==> config.mk <==
export PLATFORM = sky130hd
export DESIGN_NAME = dft4_stream_ctrl_flat
export DESIGN_NICKNAME = d
export VERILOG_FILES = /design/src/rtl/dft4_stream_ctrl_if.sv /design/src/rtl/dft4_stream_ctrl.sv /design/src/flat_wrapper.sv
export SDC_FILE = /design/constraint.sdc
export NUM_CORES = 2
export LEC_CHECK = 0
export CORE_AREA = 2 2 326 328
export DETAILED_ROUTE_END_ITERATION = 8
export DIE_AREA = 0 0 328 330
export PLACE_DENSITY_LB_ADDON = 0.3
export RECOVER_POWER = 25
export SLEW_MARGIN = 20
export SYNTH_ARGS = -nofsm -noshare
export SYNTH_HDL_FRONTEND = slang
export SYNTH_SLANG_ARGS = --single-unit
==> constraint.sdc <==
create_clock -name clk -period 11 [get_ports clk]
set_clock_uncertainty 0.1 [all_clocks]
set_input_delay 3.3 -clock clk [delete_from_list [all_inputs] [get_ports clk]]
set_output_delay 3.3 -clock clk [all_outputs]
set_load 0.02 [all_outputs]
==> src/rtl/dft4_stream_ctrl_if.sv <==
// Stream bundle for dft4_stream_ctrl: the time-domain sample input and the
// frequency-bin output, each with a valid/ready handshake.
interface dft4_stream_ctrl_if #(parameter int N = 32) ();
  logic                in_valid;
  logic                in_ready;
  logic signed [N-1:0] in_re;
  logic signed [N-1:0] in_im;
  logic                out_valid;
  logic                out_ready;
  logic signed [N-1:0] out_re;
  logic signed [N-1:0] out_im;
  logic [1:0]          out_bin;
  logic                out_last;

  // master is the environment that feeds samples and sinks bins; slave is the controller
  modport master (
    output in_valid, in_re, in_im, out_ready,
    input  in_ready, out_valid, out_re, out_im, out_bin, out_last
  );

  modport slave (
    input  in_valid, in_re, in_im, out_ready,
    output in_ready, out_valid, out_re, out_im, out_bin, out_last
  );
endinterface

==> src/rtl/dft4_stream_ctrl.sv <==
// Four-point DFT stream controller: gathers 4 complex samples, transforms them with one
// DFT_4 core and emits bins 0..3. Define DFT4_PINGPONG_EN for double-buffered input capture.

module DFT_4 #(parameter int N = 32) (
  input  logic signed [N-1:0] a_re, a_im, b_re, b_im, c_re, c_im, d_re, d_im,
  output logic signed [N-1:0] fa_re, fa_im, fb_re, fb_im, fc_re, fc_im, fd_re, fd_im
);
  // Bins 1 and 3 rotate the odd samples by -j and +j: a re/im swap with a sign flip.
  assign fa_re = a_re + b_re + c_re + d_re;
  assign fa_im = a_im + b_im + c_im + d_im;
  assign fb_re = a_re + b_im - c_re - d_im;
  assign fb_im = a_im - b_re - c_im + d_re;
  assign fc_re = a_re - b_re + c_re - d_re;
  assign fc_im = a_im - b_im + c_im - d_im;
  assign fd_re = a_re - b_im - c_re + d_im;
  assign fd_im = a_im + b_re - c_im - d_re;
endmodule

module dft4_stream_ctrl #(parameter int N = 32) (
  input  logic              clk,
  input  logic              rst_n,
  dft4_stream_ctrl_if.slave bus,
  output logic [15:0]       frame_cnt
);
  typedef enum logic [1:0] {LOAD = 2'd0, CALC = 2'd1, EMIT = 2'd2} state_t;

  state_t              state;
  logic [1:0]          load_idx;
  logic [1:0]          next_bin;
  logic                accept;
  logic                load_done;
  logic signed [N-1:0] x_re [4];
  logic signed [N-1:0] x_im [4];
  logic signed [N-1:0] core_re [4];
  logic signed [N-1:0] core_im [4];
  logic signed [N-1:0] bin_re [4];
  logic signed [N-1:0] bin_im [4];

  assign accept    = bus.in_valid && bus.in_ready;
  assign load_done = accept && (load_idx == 2'd3);
  assign next_bin  = bus.out_bin + 2'd1;

`ifdef DFT4_PINGPONG_EN
  logic signed [N-1:0] buf_re [2][4];
  logic signed [N-1:0] buf_im [2][4];
  logic                wr_sel;
  logic                rd_sel;
  logic                alt_full;

  always_ff @(posedge clk) begin
    if (accept) begin
      buf_re[wr_sel][load_idx] <= bus.in_re;
      buf_im[wr_sel][load_idx] <= bus.in_im;
    end
  end

  always_comb begin
    for (int i = 0; i < 4; i++) begin
      x_re[i] = buf_re[rd_sel][i];
      x_im[i] = buf_im[rd_sel][i];
    end
  end
`else
  logic signed [N-1:0] buf_re [4];
  logic signed [N-1:0] buf_im [4];

  always_ff @(posedge clk) begin
    if (accept) begin
      buf_re[load_idx] <= bus.in_re;
      buf_im[load_idx] <= bus.in_im;
    end
  end

  always_comb begin
    for (int i = 0; i < 4; i++) begin
      x_re[i] = buf_re[i];
      x_im[i] = buf_im[i];
    end
  end
`endif

  DFT_4 #(.N(N)) core (
    .a_re (x_re[0]),    .a_im (x_im[0]),
    .b_re (x_re[1]),    .b_im (x_im[1]),
    .c_re (x_re[2]),    .c_im (x_im[2]),
    .d_re (x_re[3]),    .d_im (x_im[3]),
    .fa_re(core_re[0]), .fa_im(core_im[0]),
    .fb_re(core_re[1]), .fb_im(core_im[1]),
    .fc_re(core_re[2]), .fc_im(core_im[2]),
    .fd_re(core_re[3]), .fd_im(core_im[3])
  );

  // in_ready resets high so the first sample can be taken on the first edge after reset.
  always_ff @(posedge clk or negedge rst_n) begin
    if (!rst_n) begin
      state         <= LOAD;
      load_idx      <= 2'd0;
      frame_cnt     <= 16'd0;
      bus.in_ready  <= 1'b1;
      bus.out_valid <= 1'b0;
      bus.out_re    <= '0;
      bus.out_im    <= '0;
      bus.out_bin   <= 2'd0;
      bus.out_last  <= 1'b0;
      for (int i = 0; i < 4; i++) begin
        bin_re[i] <= '0;
        bin_im[i] <= '0;
      end
`ifdef DFT4_PINGPONG_EN
      wr_sel   <= 1'b0;
      rd_sel   <= 1'b0;
      alt_full <= 1'b0;
`endif
    end else begin
      if (accept) begin
        load_idx <= load_idx + 2'd1;
      end
      case (state)
        LOAD: begin
          if (load_done) begin
            state        <= CALC;
            bus.in_ready <= 1'b0;
`ifdef DFT4_PINGPONG_EN
            rd_sel <= wr_sel;
            wr_sel <= ~wr_sel;
`endif
          end
        end
        CALC: begin
          for (int i = 0; i < 4; i++) begin
            bin_re[i] <= core_re[i];
            bin_im[i] <= core_im[i];
          end
          state         <= EMIT;
          bus.out_valid <= 1'b1;
          bus.out_re    <= core_re[0];
          bus.out_im    <= core_im[0];
          bus.out_bin   <= 2'd0;
          bus.out_last  <= 1'b0;
`ifdef DFT4_PINGPONG_EN
          bus.in_ready <= 1'b1;
`endif
        end
        EMIT: begin
`ifdef DFT4_PINGPONG_EN
          if (load_done) begin
            alt_full     <= 1'b1;
            bus.in_ready <= 1'b0;
          end
`endif
          if (bus.out_valid && bus.out_ready) begin
            if (bus.out_bin == 2'd3) begin
              frame_cnt     <= frame_cnt + 16'd1;
              bus.out_valid <= 1'b0;
              bus.out_bin   <= 2'd0;
              bus.out_last  <= 1'b0;
`ifdef DFT4_PINGPONG_EN
              // A frame finished filling during EMIT goes straight to the core.
              if (alt_full || load_done) begin
                state        <= CALC;
                bus.in_ready <= 1'b0;
                alt_full     <= 1'b0;
                rd_sel       <= wr_sel;
                wr_sel       <= ~wr_sel;
              end else begin
                state        <= LOAD;
                bus.in_ready <= 1'b1;
              end
`else
              state        <= LOAD;
              bus.in_ready <= 1'b1;
`endif
            end else begin
              bus.out_bin  <= next_bin;
              bus.out_re   <= bin_re[next_bin];
              bus.out_im   <= bin_im[next_bin];
              bus.out_last <= (next_bin == 2'd3);
            end
          end
        end
        default: begin
          state <= LOAD;
        end
      endcase
    end
  end
endmodule

==> src/flat_wrapper.sv <==
// flat-port wrapper written by rule: the top's interface ports become plain ports
module dft4_stream_ctrl_flat 
#(parameter int N = 32)
  (clk, rst_n, frame_cnt, bus_in_valid, bus_in_re, bus_in_im, bus_out_ready, bus_in_ready, bus_out_valid, bus_out_re, bus_out_im, bus_out_bin, bus_out_last);
  dft4_stream_ctrl_if #(.N(N)) bus_i ();
  input  logic clk;
  input  logic rst_n;
  output logic [15:0] frame_cnt;
  input wire logic [$bits(bus_i.in_valid)-1:0] bus_in_valid;
  input wire logic [$bits(bus_i.in_re)-1:0] bus_in_re;
  input wire logic [$bits(bus_i.in_im)-1:0] bus_in_im;
  input wire logic [$bits(bus_i.out_ready)-1:0] bus_out_ready;
  output wire logic [$bits(bus_i.in_ready)-1:0] bus_in_ready;
  output wire logic [$bits(bus_i.out_valid)-1:0] bus_out_valid;
  output wire logic [$bits(bus_i.out_re)-1:0] bus_out_re;
  output wire logic [$bits(bus_i.out_im)-1:0] bus_out_im;
  output wire logic [$bits(bus_i.out_bin)-1:0] bus_out_bin;
  output wire logic [$bits(bus_i.out_last)-1:0] bus_out_last;
  assign bus_i.in_valid = bus_in_valid;
  assign bus_i.in_re = bus_in_re;
  assign bus_i.in_im = bus_in_im;
  assign bus_i.out_ready = bus_out_ready;
  assign bus_in_ready = bus_i.in_ready;
  assign bus_out_valid = bus_i.out_valid;
  assign bus_out_re = bus_i.out_re;
  assign bus_out_im = bus_i.out_im;
  assign bus_out_bin = bus_i.out_bin;
  assign bus_out_last = bus_i.out_last;
  dft4_stream_ctrl #(.N(N)) u_core (.clk(clk), .rst_n(rst_n), .bus(bus_i), .frame_cnt(frame_cnt));
endmodule
==> impl_metrics.ini <==
[outcome]
outcome = finished, violations left
violations = max-capacitance violations, max-slew violations

[sta]
finalSetupTns_ns = 0
fin_crit_sh_pct = 52.9
drv_slew = 114
timing.fmax_mhz = 172
slew_headroom_pct = -180
holdWs_ns = 0.369
min_period_ns = 5.82
tightest_slew_ns = 4.19
setup_viol_count_final = 0
hold_violations = 0
rsz0062_at_grt = false

[grt]
grtUsageTotal_pct = 25.4
antenna_found_initial = 4
grt_overflow = 0
grt_pass1_vias = 33900
grt_max_degree = 256
grt_pass1_wl_um = 206000

[placed_design]
port_buffers = 152
hpwl_um = 108000
gp_congestion = 0.987

[floorplanning]
rows = 119
coreArea_mm2 = 0.105
die_x_um = 328
die_y_um = 330
start_util_pct = 44.7
die_area_mm2 = 0.108
io-pin-count = 153

[finish]
fin_nets = 5447
post-route-util_pct = 50.0
area.growth.synth_to_final_pct = 11.8
n_fill_cell = 9462
drive_gt1_share_pct = 5.26
diodes = 0

[yosys]
synth_nets = 5340
synth_compound_area_share_pct = 12.8
muxShareOfSynthArea_pct = 3.30
syn-instance-count = 4515
ys_types = 77
synth_fa_ha_area_share_pct = 28.2
ys_seq_area_share_pct = 34.9
synth_area_leaders = fa_1 21%, dfrtp_1 18%, edfxtp_1 16%
synth_top_family_by_area = adder cells
synth.most_common_cell = inv_1
syn_area_mm2 = 0.0468
synth_xor_area_share_pct = 4.77
synth_edf_count = 256
synth_top_area_cell = fa_1
synth-simple-area-share_pct = 8.74
synth-main-ff-cell = dfrtp_1
yosys-top-cells-count = 773 x inv_1, 496 x fa_1, 453 x nand2_1, 344 x dfrtp_1, 321 x o21ai_0
syn_area_per_cell_um2 = 10.4
synth_seq_cells = 601
synth_top_area_share_pct = 21.2
yosysWarnings = 0
ys_async_sr_fraction_pct = 57.4

[routing]
drt_iter0_markers = 2932
via_per_inst = 5.44
wirelength_um = 135000
dr.pass1.iters = 6
drtAntennaViolNets = 0
via_count = 33000
routedWlPerCell_um = 22.3
drc = 0

[worst_setup_path]
critPathSlowestCell = dfrtp_4
cp-start-kind = register
end_kind = output pin
crit_required_ns = 7.60
cp_num_buf_inv = 1
worstPathCellList = clkdlybuf4s50_1
path_class = reg -> out
critical_path.top_delay_family = flip-flops
max_stage_delay_ns = 1.01
ff2ff_setup_slack_ns = 5.19
arrival_ns = 2.42
crit_fanout = 38

[pwr]
finalPower_uw = 15200
power_density_mw_per_mm2 = 291
vdd_drop_max_uv = 179
p_leak_uw = 0.0240

[worst_hold_path]
hp-class = reg -> reg

[cts]
cts_made_buffers = 72
clk_pin_slew_ns = 0.06
cts_tree = built
root_buffer = clkbuf_16
htreeDepth = 3
cts.path.max_buffers = 3
clk_latency_ns = 0.66
cts_resized = 0
clock_sinks = 601
hold_buffers = 0
post_cts_buffers = 0

[flow_run]
drv_cap = 1
placed cells by master (no fill, tap or decap), drive strengths merged, types with 121 or more instances in the layout:
cell type,n
xnor2,143
a21o,121
nand2,453
ha,261
nor2,240
dfrtp,344
edfxtp,256
fa,496
inv,781
o21ai,329
a21oi,256
logic make-up (layout without fill, tap and decap cells):
kind of cell	Yosys count	count (layout)
flip-flops	601	601
buffers and inverters	914	1079
XOR/XNOR	255	255
AND/OR/NAND/NOR	938	938
multiplexers	74	74
adder cells (fa/ha/maj)	757	757
AO/OA/AOI/OAI	976	976
per-stage QoR:
stage	worst slack, ns	instance area [um^2]	cells
after floorplan	5.55	46800	4515
after global placement	4.73	49800	5938
after detailed placement	4.72	49800	5938
after CTS	5.08	52300	6070
after global routing	4.37	52300	6071
final	5.18	52300	6071
final timing paths:
check / end / from / cells after the start
setup / recovery: bus_out_bin[0] / u_core.bus.out_bin[0]$_DFFE_PN0P_ / 1
min in group asynchronous: u_core.frame_cnt[6]$_DFFE_PN0P_ / rst_n / 1
setup reg to reg: u_core.bin_im[76]$_DFFE_PN0P_ / u_core.state[1]$_DFFE_PN0P_ / 4
max in group asynchronous: u_core.bin_im[85]$_DFFE_PN0P_ / rst_n / 2
hold / removal: u_core.frame_cnt[15]$_DFFE_PN0P_ / u_core.frame_cnt[15]$_DFFE_PN0P_ / 1
hold reg to reg: u_core.frame_cnt[15]$_DFFE_PN0P_ / u_core.frame_cnt[15]$_DFFE_PN0P_ / 1
power by group:
| group | total (uW) | leakage [uW] | internal, uW | switching, uW |
|---|---|---|---|---|
| Clock | 2580 | 0.00125 | 1530 | 1050 |
| Combinational | 9040 | 0.0160 | 3580 | 5460 |
| Sequential | 3580 | 0.00674 | 3020 | 556 |
| Total | 15200 | 0.0240 | 8130 | 7070 |
sequential cells by signal, indices dropped and copies added, names as in the netlist, 16 cells and up:
register / cells
u_core.bin_re: 128
u_core.bus.out_im: 32
u_core.bin_im: 128
u_core.frame_cnt: 16
u_core.bus.out_re: 32
u_core.buf_re: 128
u_core.buf_im: 128
final cells by class:
| cell class | count | area [um^2] | share of cell area, % |
|---|---|---|---|
| Sequential cell | 601 | 16300 | 31.2 |
| Clock buffer | 92 | 2060 | 3.94 |
| Inverter | 773 | 2900 | 5.55 |
| Timing Repair Buffer | 174 | 1710 | 3.27 |
| Tap cell | 1391 | 1740 | 3.33 |
| Multi-Input combinational cell | 3000 | 27100 | 51.8 |
| Clock inverter | 40 | 475 | 0.909 |
per-layer routing:
metal / up-vias / routed length [um] / GRT usage, % / share of wire [%]
met4: 4 / 4330 / 8.33 / 3.2
met1: 16600 / 59200 / 35.2 / 44
li1: 15100 / - / - / -
met3: 212 / 8520 / 3.75 / 6.3
met2: 1110 / 63300 / 41.2 / 47
met5: - / 30 / 0 / 0.022
Power figures use the tool's default switching activity.
